### src/rtl/vend_pkg.sv
// Shared types and constants for the vending payment front end.
package vend_pkg;

    localparam int CREDIT_W = 5;
    localparam int PRICE_W  = 4;

    localparam logic [CREDIT_W-1:0] COIN_V1  = 5'd1;
    localparam logic [CREDIT_W-1:0] COIN_V2  = 5'd2;
    localparam logic [CREDIT_W-1:0] COIN_V5  = 5'd5;
    localparam logic [CREDIT_W-1:0] COIN_V10 = 5'd10;

    typedef enum logic [1:0] {
        ST_IDLE    = 2'd0,
        ST_COLLECT = 2'd1,
        ST_VEND    = 2'd2,
        ST_REFUND  = 2'd3
    } vend_state_e;

endpackage

### src/rtl/coin_accumulator_decode.sv
// Combinational coin_type to credit-unit translation.
module coin_decode
    import vend_pkg::*;
(
    input  logic [1:0]          coin_type_i,
    output logic [CREDIT_W-1:0] coin_value_o
);

    // Map the two-bit coin code onto its credit value.
    always_comb begin
        coin_value_o = COIN_V1;
        case (coin_type_i)
            2'b00:   coin_value_o = COIN_V1;
            2'b01:   coin_value_o = COIN_V2;
            2'b10:   coin_value_o = COIN_V5;
            2'b11:   coin_value_o = COIN_V10;
            default: coin_value_o = COIN_V1;
        endcase
    end

endmodule

### src/rtl/coin_accumulator.sv
// Credit accumulator and vend/refund sequencer feeding the payment comparator.
module coin_accumulator
    import vend_pkg::*;
#(
    parameter int MAX_CREDIT     = 31,
    parameter int TIMEOUT_CYCLES = 1000,
    parameter int TO_W           = 10
) (
    input  logic                clk,
    input  logic                rst_n,
    input  logic                coin_valid_i,
    input  logic [1:0]          coin_type_i,
    input  logic                cancel_i,
    input  logic                select_i,
    input  logic [PRICE_W-1:0]  price_i,
    input  logic                is_sufficient_i,
    input  logic                vend_ack_i,
    output logic [CREDIT_W-1:0] paid_o,
    output logic                coin_reject_o,
    output logic                deny_o,
    output logic                vend_req_o,
    output logic                change_valid_o,
    output logic [CREDIT_W-1:0] change_o,
    output logic                refund_valid_o
);

    localparam logic [CREDIT_W:0] MAX_CREDIT_W = (CREDIT_W+1)'(MAX_CREDIT);
    localparam logic [TO_W-1:0]   TO_LAST      = TO_W'(TIMEOUT_CYCLES - 1);

    vend_state_e          state_q;
    logic [CREDIT_W-1:0]  paid_q;
    logic [CREDIT_W-1:0]  change_q;
    logic [PRICE_W-1:0]   price_q;
    logic [TO_W-1:0]      to_q;
    logic                 coin_reject_q;
    logic                 deny_q;
    logic                 vend_req_q;
    logic                 change_valid_q;
    logic                 refund_valid_q;

    logic [CREDIT_W-1:0]  coin_value_s;
    logic [CREDIT_W:0]    sum_d;
    logic                 fits_s;
    logic                 activity_s;
    logic                 timeout_s;

    coin_decode u_decode (
        .coin_type_i  (coin_type_i),
        .coin_value_o (coin_value_s)
    );

    // Six-bit sum so an overflowing coin is detected instead of wrapping.
    always_comb begin
        sum_d      = {1'b0, paid_q} + {1'b0, coin_value_s};
        fits_s     = (sum_d <= MAX_CREDIT_W);
        activity_s = coin_valid_i | select_i | cancel_i;
        timeout_s  = (to_q == TO_LAST);
    end

    // Sequencer: state, credit, timeout count and all registered outputs.
    always_ff @(posedge clk or negedge rst_n) begin
        if (!rst_n) begin
            state_q        <= ST_IDLE;
            paid_q         <= 5'd0;
            change_q       <= 5'd0;
            price_q        <= 4'd0;
            to_q           <= '0;
            coin_reject_q  <= 1'b0;
            deny_q         <= 1'b0;
            vend_req_q     <= 1'b0;
            change_valid_q <= 1'b0;
            refund_valid_q <= 1'b0;
        end else begin
            coin_reject_q  <= 1'b0;
            deny_q         <= 1'b0;
            change_valid_q <= 1'b0;
            refund_valid_q <= 1'b0;
            case (state_q)
                ST_IDLE: begin
                    to_q <= '0;
                    if (coin_valid_i) begin
                        paid_q  <= coin_value_s;
                        state_q <= ST_COLLECT;
                    end
                end
                ST_COLLECT: begin
                    if (timeout_s || cancel_i) begin
                        coin_reject_q <= coin_valid_i;
                        to_q          <= '0;
                        state_q       <= ST_REFUND;
                    end else if (select_i && is_sufficient_i) begin
                        coin_reject_q <= coin_valid_i;
                        price_q       <= price_i;
                        vend_req_q    <= 1'b1;
                        to_q          <= '0;
                        state_q       <= ST_VEND;
                    end else begin
                        deny_q <= select_i;
                        // Deny does not block a coin arriving in the same cycle.
                        if (coin_valid_i) begin
                            if (fits_s) begin
                                paid_q <= sum_d[CREDIT_W-1:0];
                            end else begin
                                coin_reject_q <= 1'b1;
                            end
                        end
                        to_q <= activity_s ? '0 : to_q + 1'b1;
                    end
                end
                ST_VEND: begin
                    coin_reject_q <= coin_valid_i;
                    if (vend_ack_i) begin
                        change_q       <= paid_q - {1'b0, price_q};
                        change_valid_q <= 1'b1;
                        paid_q         <= 5'd0;
                        vend_req_q     <= 1'b0;
                        state_q        <= ST_IDLE;
                    end
                end
                ST_REFUND: begin
                    coin_reject_q  <= coin_valid_i;
                    change_q       <= paid_q;
                    refund_valid_q <= 1'b1;
                    paid_q         <= 5'd0;
                    state_q        <= ST_IDLE;
                end
                default: begin
                    state_q    <= ST_IDLE;
                    paid_q     <= 5'd0;
                    vend_req_q <= 1'b0;
                end
            endcase
        end
    end

    assign paid_o         = paid_q;
    assign coin_reject_o  = coin_reject_q;
    assign deny_o         = deny_q;
    assign vend_req_o     = vend_req_q;
    assign change_valid_o = change_valid_q;
    assign change_o       = change_q;
    assign refund_valid_o = refund_valid_q;

endmodule

### config.mk
export PLATFORM = sky130hd
export DESIGN_NAME = coin_accumulator
export DESIGN_NICKNAME = d
export VERILOG_FILES = /design/src/rtl/vend_pkg.sv /design/src/rtl/coin_accumulator_decode.sv /design/src/rtl/coin_accumulator.sv
export SDC_FILE = /design/constraint.sdc
export NUM_CORES = 1
export LEC_CHECK = 0
export ABC_CLOCK_PERIOD_IN_PS = 6020
export BUFFER_PORTS_ARGS = -buffer_cell sky130_fd_sc_hd__buf_4
export CORE_MARGIN = 3
export CORE_UTILIZATION = 50
export DETAILED_ROUTE_END_ITERATION = 8
export PLACE_DENSITY = 0.73
export SLEW_MARGIN = 20
export SYNTH_ARGS = -nofsm -noshare
export SYNTH_HDL_FRONTEND = slang
export SYNTH_SLANG_ARGS = --single-unit
### constraint.sdc
create_clock -name clk -period 6.02 [get_ports clk]
set_input_delay 1.505 -clock clk [delete_from_list [all_inputs] [get_ports clk]]
set_output_delay 1.505 -clock clk [all_outputs]
set_load 0.02 [all_outputs]
==> run summary <==
After clock tree synthesis, the repair step resized 0 gates. Number of top-level design ports: 28. STA puts the critical path data required time at 6.23 ns.

Synthesis handed over a netlist of 192 instances. The finished layout holds 265 standard cells, fillers aside. Power spread over the standard cell area amounts to 431 nW/µm².

The total count of hold-check failures in the final report came out at 0. The placed instances occupy a cell area of 2000 µm². The H-tree generated during clock tree synthesis spans 2 levels.

The count of buffers from port buffering works out to 27. The number of hold buffers added after CTS was 0. 0 antenna diodes ended up in the layout. The kind of cell adding the most delay to the critical path was simple AND/OR/NAND/NOR gates. Summed over all layers, the routed wires come to 3.85 mm.

Clock-pin slew was measured on the worst setup and hold paths at 0.09 ns. The later pin in the worst-skew pair is clocked with a latency of 0.33 ns. The startpoint-to-endpoint class of the critical path is input pin to register. The worst hold path belongs to the class register to register.

Adding up every negative setup slack in the final design gives 0 ns. The worst setup path is captured at a register. In the final routed layout, each cell accounts on average for 14.5 µm. In this run the remaining antenna-violating nets after routing total 0.

Registers are responsible for 39.2% of the overall power. Of the total power, the share spent switching nets is 42.3%. The number of remaining DRC errors was 0.

The tools report the total overflow reported by the global router as 0. For this design the static power due to leakage is 0.970 nW. In this run the core area contains 20 standard-cell rows.

Setup repair after global routing left no endpoint under its margin. Walking the worst path, the cells encountered are buf_4 -> and2_1 -> ha_1 -> a21oi_1 -> o21ai_0 -> or3_1 -> o21ai_2 -> mux2_2. The wire length of the first global-routing pass is 6.60 mm, and the weighted congestion at the end of routability-driven global placement is 0.940. The flow ran to the end, and the final reports show no timing, DRC or antenna violations. In this run the clock root is driven by a sky130_fd_sc_hd__clkbuf_4. After detailed placement, the design holds a cell count of 257.

The die is 65.4 µm tall. The first detailed-routing pass took 5 iterations. Setup violations remaining at the end of the flow were counted as 0. Summing the sequential cell areas from Yosys gives 44.0% of the chip area. The post-detailed-placement half-perimeter wirelength is 2.85 mm. Entering global routing, the biggest net connects 32 pins. The number of global-route vias before repair came out at 1428. Data arrival time of the critical path: 3.47 ns.

Ranked by total cell area, the synthesized netlist is headed by sky130_fd_sc_hd__dfrtp_1, sky130_fd_sc_hd__o21ai_0, sky130_fd_sc_hd__ha_1, sky130_fd_sc_hd__nor2_1, sky130_fd_sc_hd__a21oi_1. For the pin with the worst max-slew slack, the measured transition is 0.906 ns. In this run, synthesis produced a sequential element count of 31. The fill cell instance count of the final layout is 297, and the final cell area excluding filler cells is 2050 µm². The proportion of synthesized flip-flops having asynchronous set or reset was 100%. Once the clock tree was built, the setup fixing pass inserted 0 buffers. The synthesized design contains 0 enable-type register cells. After synthesis the cells add up to 1760 µm². The synthesized netlist net count came out at 216. The layout net count came out at 244. The slowest stage of the critical path belongs to the cell sky130_fd_sc_hd__or3_1. The most used flip-flop cell after synthesis is sky130_fd_sc_hd__dfrtp_1.

TritonCTS built the clock tree. The average instance area after synthesis is 9.19 µm². Total power for the finished layout comes to 0.000881 W. Reported max-cap violation count: 0. The effective utilization at floorplan was 55.1%. In this run the tightest slew margin relative to its limit is 39.2%. The floorplan step defined a die boundary enclosing 4280 µm².

The tools report the overall routing resource usage as 19.8%. Across the whole layout, storage elements account for 776 µm². From left edge to right edge, the die measures 65.4 µm. Across the VDD grid, the largest voltage drop is 0.259 mV. The count of buffering cells on the critical path with inverters included is 1, and the net switching power figure is 0.000373 W. The share of total power dissipated in combinational logic is 47.9%. Maximum clock skew at final layout: 0.0119 ns.

The cell type contributing the most total cell area after synthesis was sky130_fd_sc_hd__dfrtp_1. The total number of yosys warnings came out at 0. The tools report the total core area as 3200 µm².

The worst setup path is launched from an input pin. The largest stage delay on the critical path was 0.42 ns. Counting along the longest clock path gives a buffer depth of 2. In this run, the number of DRC markers left after iteration 0 of detailed routing was 162.

Cells fill 63.9% of the core in the end. Routed via count divided by cell count: 5.56. In this run, CTS created clock tree buffers numbering 5.

The final clock period utilization by the worst path was 54.2%; the number of distinct library cells after synthesis was 38. The tools report the initial antenna violation count as 0. Maximum fanout along the worst path: 7.

For the area taken by multi-input logic gates, the log shows 913 µm². The area growth from synthesis to layout came out at 16.0%. The clock period minus final worst setup slack was 3.26 ns. Derived from the worst setup path, the maximum achievable clock frequency is 307 MHz. Internal power consumption: 0.000508 W.

Cells with a size suffix above 1 make up 18.6% of the layout. The portion of total power attributed to the clock network was 12.9%. The total count of max-transition violations in the final report is 0, and the total vias in the final route is 1474.

CTS saw 31 sinks. After synthesis, the largest area contributor takes up 44.0% of total cell area.
## worst register-to-register path, delay by kind of cell, from the launching register on
family / cells / cell delay [ns]
fa+ha+maj: 1 / 0.24
simple gates: 2 / 0.42
flops: 1 / 0.43
mux: 1 / 0.31
compound gates: 2 / 0.88
## power groups by stage
stage / sequential [W] / clock [W] / combinational, W
CTS: 0.000345 / 0.000118 / 0.000423
finish: 0.000345 / 0.000114 / 0.000422
detailed placement: 0.000348 / 0 / 0.000421
global placement: 0.000347 / 0 / 0.000406
global route: 0.000358 / 0.000125 / 0.000470
floorplan: 0.000358 / 0 / 0.000273
## layout by cell type (no fill, tap or decap), types with 2 or more instances in the layout
| cell | netlist | layout |
|---|---|---|
| sky130_fd_sc_hd__a21oi_1 | 12 | 12 |
| sky130_fd_sc_hd__and3_1 | 5 | 5 |
| sky130_fd_sc_hd__buf_4 | 0 | 27 |
| sky130_fd_sc_hd__clkbuf_1 | 3 | 2 |
| sky130_fd_sc_hd__clkbuf_4 | 0 | 5 |
| sky130_fd_sc_hd__dfrtp_1 | 31 | 31 |
| sky130_fd_sc_hd__fa_1 | 2 | 2 |
| sky130_fd_sc_hd__ha_1 | 9 | 9 |
| sky130_fd_sc_hd__inv_1 | 13 | 13 |
| sky130_fd_sc_hd__mux2_2 | 4 | 4 |
| sky130_fd_sc_hd__mux2i_1 | 4 | 4 |
| sky130_fd_sc_hd__nand2_1 | 16 | 16 |
| sky130_fd_sc_hd__nand3_1 | 3 | 3 |
| sky130_fd_sc_hd__nand3b_1 | 2 | 2 |
| sky130_fd_sc_hd__nor2_1 | 19 | 19 |
| sky130_fd_sc_hd__nor2b_1 | 5 | 5 |
| sky130_fd_sc_hd__nor3_1 | 11 | 11 |
| sky130_fd_sc_hd__o21ai_0 | 24 | 24 |
| sky130_fd_sc_hd__o31ai_1 | 2 | 2 |
| sky130_fd_sc_hd__or3_1 | 2 | 2 |
| sky130_fd_sc_hd__xnor2_1 | 4 | 4 |
## metal layers
metal / global-route usage, % / up-vias / routed length [µm]
met4: 6.22 / 0 / 37
met1: 29.2 / 699 / 1880
met2: 28.6 / 36 / 1750
met3: 4.96 / 6 / 180
li1: - / 733 / -
met5: 0 / - / 0
## Yosys cell counts, drive strengths merged (2+ instances only)
| master | count |
|---|---|
| a21oi | 12 |
| and3 | 5 |
| buf | 3 |
| clkbuf | 3 |
| dfrtp | 31 |
| fa | 2 |
| ha | 9 |
| inv | 13 |
| mux2 | 4 |
| mux2i | 4 |
| nand2 | 16 |
| nand3 | 3 |
| nand3b | 2 |
| nor2 | 19 |
| nor2b | 5 |
| nor3 | 11 |
| o21ai | 25 |
| o31ai | 3 |
| or3 | 2 |
| xnor2 | 4 |
## kinds of logic (layout without fill, tap and decap cells)
group           Yosys count  count (layout)  synth area share [%]
flops                    31              31                  44.0
mux                       8               8                  4.82
buf+inv                  19              48                  4.26
compound gates           49              49                  16.7
fa+ha+maj                11              11                  8.65
xor+xnor                  4               4                  1.99
simple gates             70              70                  19.6
## state kept, by name (all words and copies together) (netlist names)
name            cells
change_o            5
change_valid_o      1
coin_reject_o       1
deny_o              1
paid_o              5
price_q             4
refund_valid_o      1
state_q             2
to_q               10
vend_req_o          1
## metrics by stage
stage | setup slack, ns | hold slack [ns]
final | 2.76 | 0.510
after global routing | 2.61 | 0.537
after CTS | 2.79 | 0.513
after detailed placement | 2.44 | 0.498
after global placement | 2.56 | 0.486
after floorplan | 2.77 | 0.464
## final timing paths
path / from / endpoint / cells past startpoint / slack [ns]
max: coin_type_i[0] / paid_o[0] / 8 / 2.76
min: to_q[9] / to_q[9] / 1 / 0.51
max reg2reg: to_q[0] / paid_o[0] / 6 / 3.62
min reg2reg: to_q[9] / to_q[9] / 1 / 0.51
max in group asynchronous: rst_n / change_o[0] / 1 / 4.63
min in group asynchronous: rst_n / to_q[1] / 1 / 1.09
## final cells by class
type | count | area share, %
multi-input combinational | 142 | 44.6
sequential | 31 | 37.9
timing repair buffer | 27 | 9.91
tap | 44 | 2.69
inverter | 13 | 2.39
clock buffer | 7 | 2.20
clock inverter | 1 | 0.245
No activity file was read; power rests on OpenSTA's default activity.
